### src/rtl/fb_stream_to_axi_writer_pkg.sv
// Shared FSM encoding and AXI constants for the framebuffer
// stream-to-AXI writer.
package fb_stream_to_axi_writer_pkg;

    typedef enum logic [2:0] {
        IDLE,
        COLLECT,
        ADDR,
        DATA,
        RESP
    } wr_state_e;

    localparam logic [1:0] AXI_BURST_INCR = 2'b01;
    localparam logic [1:0] AXI_RESP_OKAY  = 2'b00;

    function automatic logic [2:0] axi_size(input int data_width);
        return 3'($clog2(data_width / 8));
    endfunction

endpackage

### src/rtl/fb_stream_fifo.sv
// Synchronous first-word-fall-through beat FIFO; the head word is
// visible on dout_o whenever empty_o is low.
module fb_stream_fifo #(
    parameter int WIDTH    = 32,
    parameter int DEPTH_LG = 5
) (
    input  logic                clk,
    input  logic                reset,
    input  logic                push_i,
    input  logic [WIDTH-1:0]    din_i,
    input  logic                pop_i,
    output logic [WIDTH-1:0]    dout_o,
    output logic                full_o,
    output logic                empty_o,
    output logic [DEPTH_LG:0]   count_o
);

    localparam int DEPTH = 2 ** DEPTH_LG;
    localparam int CW    = DEPTH_LG + 1;

    logic [WIDTH-1:0] mem_q [DEPTH];
    logic [CW-1:0]    wr_ptr_q;
    logic [CW-1:0]    rd_ptr_q;
    logic             do_push;
    logic             do_pop;

    assign count_o = wr_ptr_q - rd_ptr_q;
    assign full_o  = (count_o == CW'(DEPTH));
    assign empty_o = (count_o == '0);
    assign dout_o  = mem_q[rd_ptr_q[DEPTH_LG-1:0]];
    assign do_push = push_i && !full_o;
    assign do_pop  = pop_i && !empty_o;

    // Pointer update; reset empties the buffer.
    always_ff @(posedge clk) begin
        if (reset) begin
            wr_ptr_q <= '0;
            rd_ptr_q <= '0;
        end else begin
            if (do_push) wr_ptr_q <= wr_ptr_q + CW'(1);
            if (do_pop)  rd_ptr_q <= rd_ptr_q + CW'(1);
        end
    end

    // Storage write; contents need no reset.
    always_ff @(posedge clk) begin
        if (do_push) mem_q[wr_ptr_q[DEPTH_LG-1:0]] <= din_i;
    end

endmodule

### src/rtl/fb_stream_to_axi_writer.sv
// Buffers a framebuffer stream and writes it to memory as
// aligned AXI4 INCR bursts, one burst outstanding at a time.
module fb_stream_to_axi_writer
    import fb_stream_to_axi_writer_pkg::*;
#(
    parameter int DATA_WIDTH    = 32,
    parameter int ADDR_WIDTH    = 32,
    parameter int ID_WIDTH      = 8,
    parameter int BURST_LEN     = 16,
    parameter int FIFO_DEPTH_LG = 5
) (
    input  logic                    clk,
    input  logic                    reset,
    input  logic [ADDR_WIDTH-1:0]   confAddr,
    input  logic                    start,
    output logic                    busy,
    output logic                    done,
    output logic                    error,
    input  logic                    s_axis_tvalid,
    output logic                    s_axis_tready,
    input  logic                    s_axis_tlast,
    input  logic [DATA_WIDTH-1:0]   s_axis_tdata,
    output logic [ID_WIDTH-1:0]     awid,
    output logic [ADDR_WIDTH-1:0]   awaddr,
    output logic [7:0]              awlen,
    output logic [2:0]              awsize,
    output logic [1:0]              awburst,
    output logic                    awvalid,
    input  logic                    awready,
    output logic [DATA_WIDTH-1:0]   wdata,
    output logic [DATA_WIDTH/8-1:0] wstrb,
    output logic                    wlast,
    output logic                    wvalid,
    input  logic                    wready,
    input  logic [ID_WIDTH-1:0]     bid,
    input  logic [1:0]              bresp,
    input  logic                    bvalid,
    output logic                    bready
);

    localparam int CW          = FIFO_DEPTH_LG + 1;
    localparam int BURST_BYTES = BURST_LEN * DATA_WIDTH / 8;
    localparam logic [2:0] SIZE = axi_size(DATA_WIDTH);
    localparam logic [CW-1:0] BL_C = CW'(BURST_LEN);
    localparam logic [8:0] BL_B = 9'(BURST_LEN);
    localparam logic [ADDR_WIDTH-1:0] ALIGN_MASK =
        ~ADDR_WIDTH'(BURST_BYTES - 1);

    wr_state_e             state_q, state_d;
    logic [ADDR_WIDTH-1:0] addr_q, addr_d;
    logic [8:0]            beats_q, beats_d;
    logic [8:0]            wcnt_q, wcnt_d;
    logic                  last_q, last_d;
    logic                  error_q, error_d;
    logic                  done_q, done_d;

    logic                  fifo_push;
    logic                  fifo_pop;
    logic                  fifo_full;
    logic                  fifo_empty;
    logic [CW-1:0]         fifo_count;
    logic [DATA_WIDTH-1:0] fifo_dout;
    logic                  unused_bid;

    fb_stream_fifo #(
        .WIDTH    (DATA_WIDTH),
        .DEPTH_LG (FIFO_DEPTH_LG)
    ) u_fifo (
        .clk     (clk),
        .reset   (reset),
        .push_i  (fifo_push),
        .din_i   (s_axis_tdata),
        .pop_i   (fifo_pop),
        .dout_o  (fifo_dout),
        .full_o  (fifo_full),
        .empty_o (fifo_empty),
        .count_o (fifo_count)
    );

    assign unused_bid    = ^bid;
    assign s_axis_tready = (state_q != IDLE) && !last_q && !fifo_full;
    assign fifo_push     = s_axis_tvalid && s_axis_tready;
    assign fifo_pop      = (state_q == DATA) && wready;

    assign awvalid = (state_q == ADDR);
    assign awaddr  = addr_q;
    assign awlen   = 8'(beats_q - 9'd1);
    assign awsize  = SIZE;
    assign awburst = AXI_BURST_INCR;
    assign awid    = '0;
    assign wvalid  = (state_q == DATA);
    assign wdata   = fifo_dout;
    assign wstrb   = '1;
    assign wlast   = wvalid && (wcnt_q == beats_q - 9'd1);
    assign bready  = (state_q == RESP);
    assign busy    = (state_q != IDLE);
    assign done    = done_q;
    assign error   = error_q;

    // Next-state, burst sizing and address advance.
    always_comb begin
        state_d = state_q;
        addr_d  = addr_q;
        beats_d = beats_q;
        wcnt_d  = wcnt_q;
        error_d = error_q;
        done_d  = 1'b0;
        last_d  = last_q | (fifo_push && s_axis_tlast);
        unique case (state_q)
            IDLE: begin
                if (start) begin
                    addr_d  = confAddr & ALIGN_MASK;
                    error_d = 1'b0;
                    last_d  = 1'b0;
                    wcnt_d  = '0;
                    state_d = COLLECT;
                end
            end
            COLLECT: begin
                if (fifo_count >= BL_C || (last_q && !fifo_empty)) begin
                    beats_d = (fifo_count >= BL_C) ? BL_B : 9'(fifo_count);
                    state_d = ADDR;
                end
            end
            ADDR: begin
                if (awready) state_d = DATA;
            end
            DATA: begin
                if (wready) begin
                    if (wlast) begin
                        wcnt_d  = '0;
                        state_d = RESP;
                    end else begin
                        wcnt_d = wcnt_q + 9'd1;
                    end
                end
            end
            RESP: begin
                if (bvalid) begin
                    error_d = error_q | (bresp != AXI_RESP_OKAY);
                    addr_d  = addr_q + (ADDR_WIDTH'(beats_q) << SIZE);
                    if (last_q && fifo_empty) begin
                        done_d  = 1'b1;
                        state_d = IDLE;
                    end else begin
                        state_d = COLLECT;
                    end
                end
            end
            default: state_d = IDLE;
        endcase
    end

    // State and counter registers with synchronous reset.
    always_ff @(posedge clk) begin
        if (reset) begin
            state_q <= IDLE;
            addr_q  <= '0;
            beats_q <= '0;
            wcnt_q  <= '0;
            last_q  <= 1'b0;
            error_q <= 1'b0;
            done_q  <= 1'b0;
        end else begin
            state_q <= state_d;
            addr_q  <= addr_d;
            beats_q <= beats_d;
            wcnt_q  <= wcnt_d;
            last_q  <= last_d;
            error_q <= error_d;
            done_q  <= done_d;
        end
    end

endmodule

### config.mk
export PLATFORM = sky130hd
export DESIGN_NAME = fb_stream_to_axi_writer
export DESIGN_NICKNAME = d
export VERILOG_FILES = /design/src/rtl/fb_stream_to_axi_writer_pkg.sv /design/src/rtl/fb_stream_fifo.sv /design/src/rtl/fb_stream_to_axi_writer.sv
export SDC_FILE = /design/constraint.sdc
export NUM_CORES = 1
export LEC_CHECK = 0
export CORE_MARGIN = 2
export CORE_UTILIZATION = 53
export DETAILED_ROUTE_END_ITERATION = 10
export HOLD_SLACK_MARGIN = 0.08
export MAX_ROUTING_LAYER = met4
export PLACE_DENSITY = 0.74
export SLEW_MARGIN = 5
export SYNTH_ARGS = -nofsm -noshare
export SYNTH_HDL_FRONTEND = slang
export SYNTH_SLANG_ARGS = --single-unit
### constraint.sdc
create_clock -name clk -period 4.8 [get_ports clk]
set_input_delay 1.44 -clock clk [delete_from_list [all_inputs] [get_ports clk]]
set_output_delay 1.44 -clock clk [all_outputs]
set_load 0.01 [all_outputs]
After elaboration in Yosys (flattened, before gate mapping)
Memory sizes are Yosys's and may differ from the RTL's. A register that Yosys moved wholly into a read port is not among the register bits.
Cells that the tools add are included.

word-level totals
  output and inout port bits = 97
  register bits after elaboration = 68
  logic and storage cells = 84
  memories kept = 1
  bits of input ports = 82
  memory bits (writable) = 1,024

operators by class
  add/subtract/negate cells = 6
  bitwise operators = 4
  magnitude comparators = 1
  reductions and logical operators = 25
  muxes and demuxes = 26
  equal/unequal tests = 12

memories
  memory        words  width  rd ports  clocked after Yosys merged registers in  write ports  RTL line              RTL
  u_fifo.mem_q  32     32     1         1                                        1            fb_stream_fifo.sv:21  logic [WIDTH-1:0] mem_q [DEPTH];

operator list
  kind                                                                                  number
  32-bit two-way mux                                                                    2
  32-bit one-hot mux with 2 select lines                                                1
  32-bit by 11-bit adder with 32-bit output                                             1
  9-bit two-way mux                                                                     3
  3-bit two-way mux                                                                     6
  9-bit one-hot mux with 2 select lines                                                 1
  3-bit one-hot mux with 5 select lines                                                 1
  6-bit by 1-bit adder with 6-bit output (second input constant)                        2
  1-bit logical AND                                                                     10
  5-bit two-way mux                                                                     2
  9-bit by 1-bit adder with 9-bit output (second input constant)                        1
  9-bit equality test                                                                   1
  9-bit by 1-bit subtractor with 9-bit output (second input constant)                   1
  1-bit two-way mux                                                                     8
  2-bit inequality test (second input constant)                                         4
  3-bit by 2-bit equality test with 1-bit output (second input constant)                2
  6-bit equality test (second input constant)                                           1
  6-bit by 5-bit greater-or-equal comparator with 1-bit output (second input constant)  1
  6-bit zero test                                                                       1
  6-bit two-way mux                                                                     1
  3-bit AND reduction                                                                   2
  6-bit AND reduction                                                                   1
  2-bit nonzero test                                                                    3
  6-bit subtractor                                                                      1
  12 further kinds                                                                      17

Longest topological paths before layout
  depth in word-level cells = 9
  depth in mapped cells = 13
  mapped depth without buffers = 11

By module
From an unflattened synthesis, not the netlist that was laid out.

second synthesis, totals
  cell total of the unflattened synthesis = 2,059
  area, all modules = 43,332.8 sq um

modules (own cells, without submodules)
  module                   sequential area each (sq um)  times used  area each (sq um)  cells each
  fb_stream_fifo           31,089.8                      1           39,922.0           1,617
  fb_stream_to_axi_writer  1,021.0                       1           3,410.8            442

Least setup slack after synthesis
Ideal clock, no wire load.

  path type = register to register
  from = register u_fifo.rd_ptr_q[1]
  to = memory u_fifo.mem_q[3][0] (enable)
  setup time = 0.461 ns
  path slack = 0.059 ns
  period minus slack after synthesis = 4.741 ns
  arrival = 4.280 ns
  cell stages (with the launch flop) = 11
  path buffers = 2
  required time = 4.339 ns
  cell sequence = dfxtp_1 inv_1 ha_1 nor2b_1 o31a_1 o21a_1 or3_1 and3_1 buf_6 buf_6 nor3_1

between the ends
  cells in the longest elaborated chain, start to end = 8

ends and longest elaborated chain
  item                                       RTL line                                             RTL
  start: declaration                         fb_stream_fifo.sv:23                                 logic [CW-1:0] rd_ptr_q;
  start signal: assignment                   fb_stream_fifo.sv:41                                 if (do_pop) rd_ptr_q <= rd_ptr_q + CW'(1);
  6-bit subtractor *                         fb_stream_fifo.sv:27                                 assign count_o = wr_ptr_q - rd_ptr_q;
  6-bit equality test *                      fb_stream_fifo.sv:28                                 assign full_o = (count_o == CW'(DEPTH));
  1-bit zero test *                          fb_stream_fifo.sv:31, fb_stream_to_axi_writer.sv:81
  1-bit logical AND                          fb_stream_to_axi_writer.sv:81                        assign s_axis_tready = (state_q != IDLE) && !last_q && !fifo_full;
  1-bit logical AND                          fb_stream_to_axi_writer.sv:82                        assign fifo_push = s_axis_tvalid && s_axis_tready;
  1-bit logical AND *                        fb_stream_fifo.sv:31                                 assign do_push = push_i && !full_o;
  1-bit two-way mux *                        fb_stream_fifo.sv:47                                 if (do_push) mem_q[wr_ptr_q[DEPTH_LG-1:0]] <= din_i;
  1-bit two-way mux (not written as such) *  fb_stream_fifo.sv:47
  end: declaration                           fb_stream_fifo.sv:21

Every way passes the cells marked *; elsewhere a longest branch is shown, timed or not.

==> run summary <==
The clock tree root buffer cell is sky130_fd_sc_hd__clkbuf_16. By count the netlist is led by sky130_fd_sc_hd__edfxtp_1 (1024), sky130_fd_sc_hd__mux4_2 (320), sky130_fd_sc_hd__dfxtp_1 (68), sky130_fd_sc_hd__nor2_1 (66), sky130_fd_sc_hd__clkbuf_1 (61). The total placed cells including tap cells is between 3000 and 4000. The routed design could run at a clock period as short as roughly 4.7 ns. The final wirelength came out at just over 100 mm.

The worst register-to-register path ends at u_fifo.mem_q[4][6]. The CTS tree is done. The insertion delay of the later-clocked pin in the worst-skew pair came out at 0.68 ns.

The worst setup path is captured at a primary output. The area growth from synthesis to layout is 16.2%. No sink is reached through more buffers than the 3 on the longest clock path. The core region is roughly 0.081 mm2. After the first detailed-routing iteration, the DRC count stood at between 2000 and 3000. The reg2reg setup slack came out at a little over 0.9 ns. The count of cell types in the netlist came out at 81. After the flow finishes, the layout carries non-filler instances totaling between 3000 and 4000. Measured against its own limit, the worst slew margin works out to 0.266. The clock arrives with ~0.035 ns of skew. Routability-driven placement finished with a final weighted congestion of approximately 0.86. The beginning of the worst register-to-register path is u_fifo.rd_ptr_q[1]. The width of the die came out at approximately 290 um.

The number of H-tree branching levels is 3. Setup violations remaining at the end of the flow were counted as 0. Counting the buffers created by CTS gives between 100 and 150. The cell type contributing the most total cell area after synthesis is sky130_fd_sc_hd__edfxtp_1. The effective utilization at floorplan is 0.537. The part of the Yosys area used for sequential elements came out at 0.740. The clock-pin transition on the worst setup and hold timing paths came out at approximately 0.060 ns.

The post-synth design cell area came out at around 0.043 mm2. The share of the clock period used by the worst path after layout is 0.986. The post-place setup slack came out at 0.312 ns. The estimated wirelength of the detail-placed design came out at around 54 mm. The required arrival time at the worst endpoint came out at 3.36 ns. The final-stage net count came out at 2387. In the final layout, the share of cells above drive strength 1 is 0.279. The yosys synthesis warning count is 0.

The total congestion overflow came out at 0. Using the TritonRoute via totals, the vias-per-cell ratio works out to between 6 and 7. The number of global-route vias before repair came out at roughly 22000. The standby leakage power came out at around 15 nW. The worst-case IR drop observed on VDD is between 300 and 400 uV.

The final-report hold violation count is 0. The synthesized flop and latch total is between 1000 and 1500. For the pin with the worst max-slew slack, the measured transition is 1.10 ns. In the synthesized netlist the dominant register cell turns out to be sky130_fd_sc_hd__edfxtp_1. Yosys mapped a number of flops with a built-in enable equal to 1024. The post-layout worst setup margin came out at around 0.069 ns. Timing would allow up to around 210 MHz. The initial antenna violation count came out at 2. In the global route stage, overall resource usage came out at 0.251. The share of flip-flops with an asynchronous set or reset came out at 0. The first global-routing pass estimated around 150 mm of wire. The average instance area after synthesis came out at approximately 21 um2. The routed length per placed instance is approximately 30 um. The cell depth of the worst flop-to-flop path is 11. The number of ports placed on the die boundary is ~180. The number of placement rows is roughly 100. In this run the most critical hold path is launched from error. The y dimension of the die came out at about 290 um. The cell count of the worst hold path is 1. The worst setup path is of the reg2out kind.

Input and output buffers added on the ports amount to around 150. The pin count of the biggest net entering global routing came out at 48. The number of hold buffers added after CTS was 0. For this run, the detailed router's first-pass iteration total came to 5.

In the routed design, unresolved DRC markers number 0. The final route contains 22000 vias. The clock net in this run drives a total of 1092 sinks. Among all cell types in the netlist, the one instantiated most often is sky130_fd_sc_hd__edfxtp_1. Of the post-synthesis cell area, the dominant cell type holds 0.709. The path with the worst hold slack has its endpoint at error. The run finished with clean final reports. The power density over cell area is 379 mW/mm2. In this run the worst hold path is classified as reg2reg. The largest fanout of any net on the critical path is 7. The number of instances in the synthesized netlist is about 2000. The data arrival time of the critical path came out at 3.29 ns. The max-slew violation count came out at 0. The full die area came out at ~0.084 mm2. STA classifies the critical path startpoint as a flop. The residual antenna-violating net count after detailed routing came out at 0. The number of maximum-capacitance violations came out at 0.

By area the synthesized netlist is led by sky130_fd_sc_hd__edfxtp_1 (71%), sky130_fd_sc_hd__mux4_2 (17%), sky130_fd_sc_hd__dfxtp_1 (3.1%), sky130_fd_sc_hd__mux2_2 (0.91%), sky130_fd_sc_hd__nor2_1 (0.57%).
[stage by stage]
stage / hold WS, ns / setup TNS (ns) / area, um2 / power [mW] / util
finish: 0.474 / 0 / 50400 / 19.1 / 0.624
global route: 0.513 / -0.00315 / 50400 / 19.6 / 0.624
CTS: 0.476 / 0 / 50400 / 19.2 / 0.623
detailed placement: 0.460 / 0 / 46700 / 11.1 / 0.578
global placement: 0.449 / 0 / 46700 / 11.1 / 0.578
floorplan: 0.473 / 0 / 43400 / 10.9 / -
[where the power goes]
group          total, mW  switching, mW  internal (mW)
Combinational      0.453          0.278          0.174
Sequential          10.5         0.0329           10.4
Clock               8.18           3.54           4.63
[cells by family (layout without fill, tap and decap cells)]
group | count (synthesis) | after routing | synth area share
xor+xnor | 24 | 24 | 0.00566
compound gates | 135 | 135 | 0.0214
fa+ha+maj | 20 | 20 | 0.00612
other cells | 2 | 20 | 0.000173
mux | 378 | 378 | 0.181
buf+inv | 146 | 458 | 0.0158
simple gates | 250 | 250 | 0.0297
flops | 1092 | 1092 | 0.740
[critical path, stage by stage, from the launching register on]
cell	delay [ns]
sky130_fd_sc_hd__dfxtp_4	0.37
sky130_fd_sc_hd__buf_12	0.14
sky130_fd_sc_hd__bufbuf_16	0.29
sky130_fd_sc_hd__buf_4	0.16
sky130_fd_sc_hd__mux4_2	0.54
sky130_fd_sc_hd__mux4_2	0.51
sky130_fd_sc_hd__mux2_2	0.31
sky130_fd_sc_hd__dlygate4sd2_1	0.29
[sequential cells by signal (all words and copies together), names as in the netlist, named ones only]
name	count
error	1
u_fifo.rd_ptr_q	6
done	1
u_fifo.wr_ptr_q	6
awaddr	30
state_q	3
u_fifo.mem_q	1024
beats_q	6
last_q	1
wcnt_q	9
[cell usage in the layout (no fill, tap or decap), types with 9 or more instances in the layout]
cell type and instances:
sky130_fd_sc_hd__a21oi_1 33, sky130_fd_sc_hd__a221oi_1 12, sky130_fd_sc_hd__a31oi_1 9, sky130_fd_sc_hd__buf_12 17
sky130_fd_sc_hd__buf_4 61, sky130_fd_sc_hd__bufinv_16 10, sky130_fd_sc_hd__clkbuf_1 23, sky130_fd_sc_hd__clkbuf_16 106
sky130_fd_sc_hd__clkdlybuf4s50_1 122, sky130_fd_sc_hd__clkinv_1 28, sky130_fd_sc_hd__clkinv_2 17, sky130_fd_sc_hd__conb_1 19
sky130_fd_sc_hd__dfxtp_1 61, sky130_fd_sc_hd__dlygate4sd2_1 20, sky130_fd_sc_hd__edfxtp_1 1024, sky130_fd_sc_hd__ha_1 18
sky130_fd_sc_hd__inv_1 17, sky130_fd_sc_hd__mux2_2 35, sky130_fd_sc_hd__mux2i_1 21, sky130_fd_sc_hd__mux4_2 320
sky130_fd_sc_hd__nand2_1 59, sky130_fd_sc_hd__nand3_1 29, sky130_fd_sc_hd__nand4_1 15, sky130_fd_sc_hd__nor2_1 42
sky130_fd_sc_hd__nor2_4 25, sky130_fd_sc_hd__nor3_1 10, sky130_fd_sc_hd__o21ai_0 22, sky130_fd_sc_hd__xnor2_1 14
[layout make-up]
type	count	area (um2)
Multi-Input combinational cell	826	10900
Sequential cell	1092	32100
Clock inverter	68	661
Timing Repair Buffer	240	2590
Clock buffer	130	2750
Tap cell	1060	1330
Fill cell	5249	30400
Antenna cell	1	2.50
Inverter	20	75.1
[worst max path at each step]
| stage | startpoint | to | cells past startpoint |
|---|---|---|---|
| 3_5_place_dp | u_fifo.wr_ptr_q[0] | s_axis_tready | 11 |
| 2_1_floorplan | u_fifo.rd_ptr_q[1] | u_fifo.mem_q[3][0] | 10 |
| 6_report | flop | wdata[6] | 7 |
| 5_1_grt | flop | wdata[24] | 6 |
| 3_3_place_gp | u_fifo.wr_ptr_q[0] | s_axis_tready | 11 |
| 4_1_cts | flop | wdata[8] | 7 |
[metal layers]
metal  vias up  part of all wire  track usage
li1       9064                 -            -
met1     11700              0.39        0.337
met2      1067              0.51        0.413
met3       161             0.075       0.0341
met4         0             0.020       0.0634
met5         -                 0            -
[what timing repair did]
| item | in CTS | in global routing |
|---|---|---|
| cloned | 4 | 0 |
| setup endpoints to repair | 33 | 7 |
| buffers inserted | 7 | 0 |
| gates resized for setup | 44 | 6 |
| pin swaps | 0 | 1 |
Note: power is estimated with default switching activity, not from simulation.
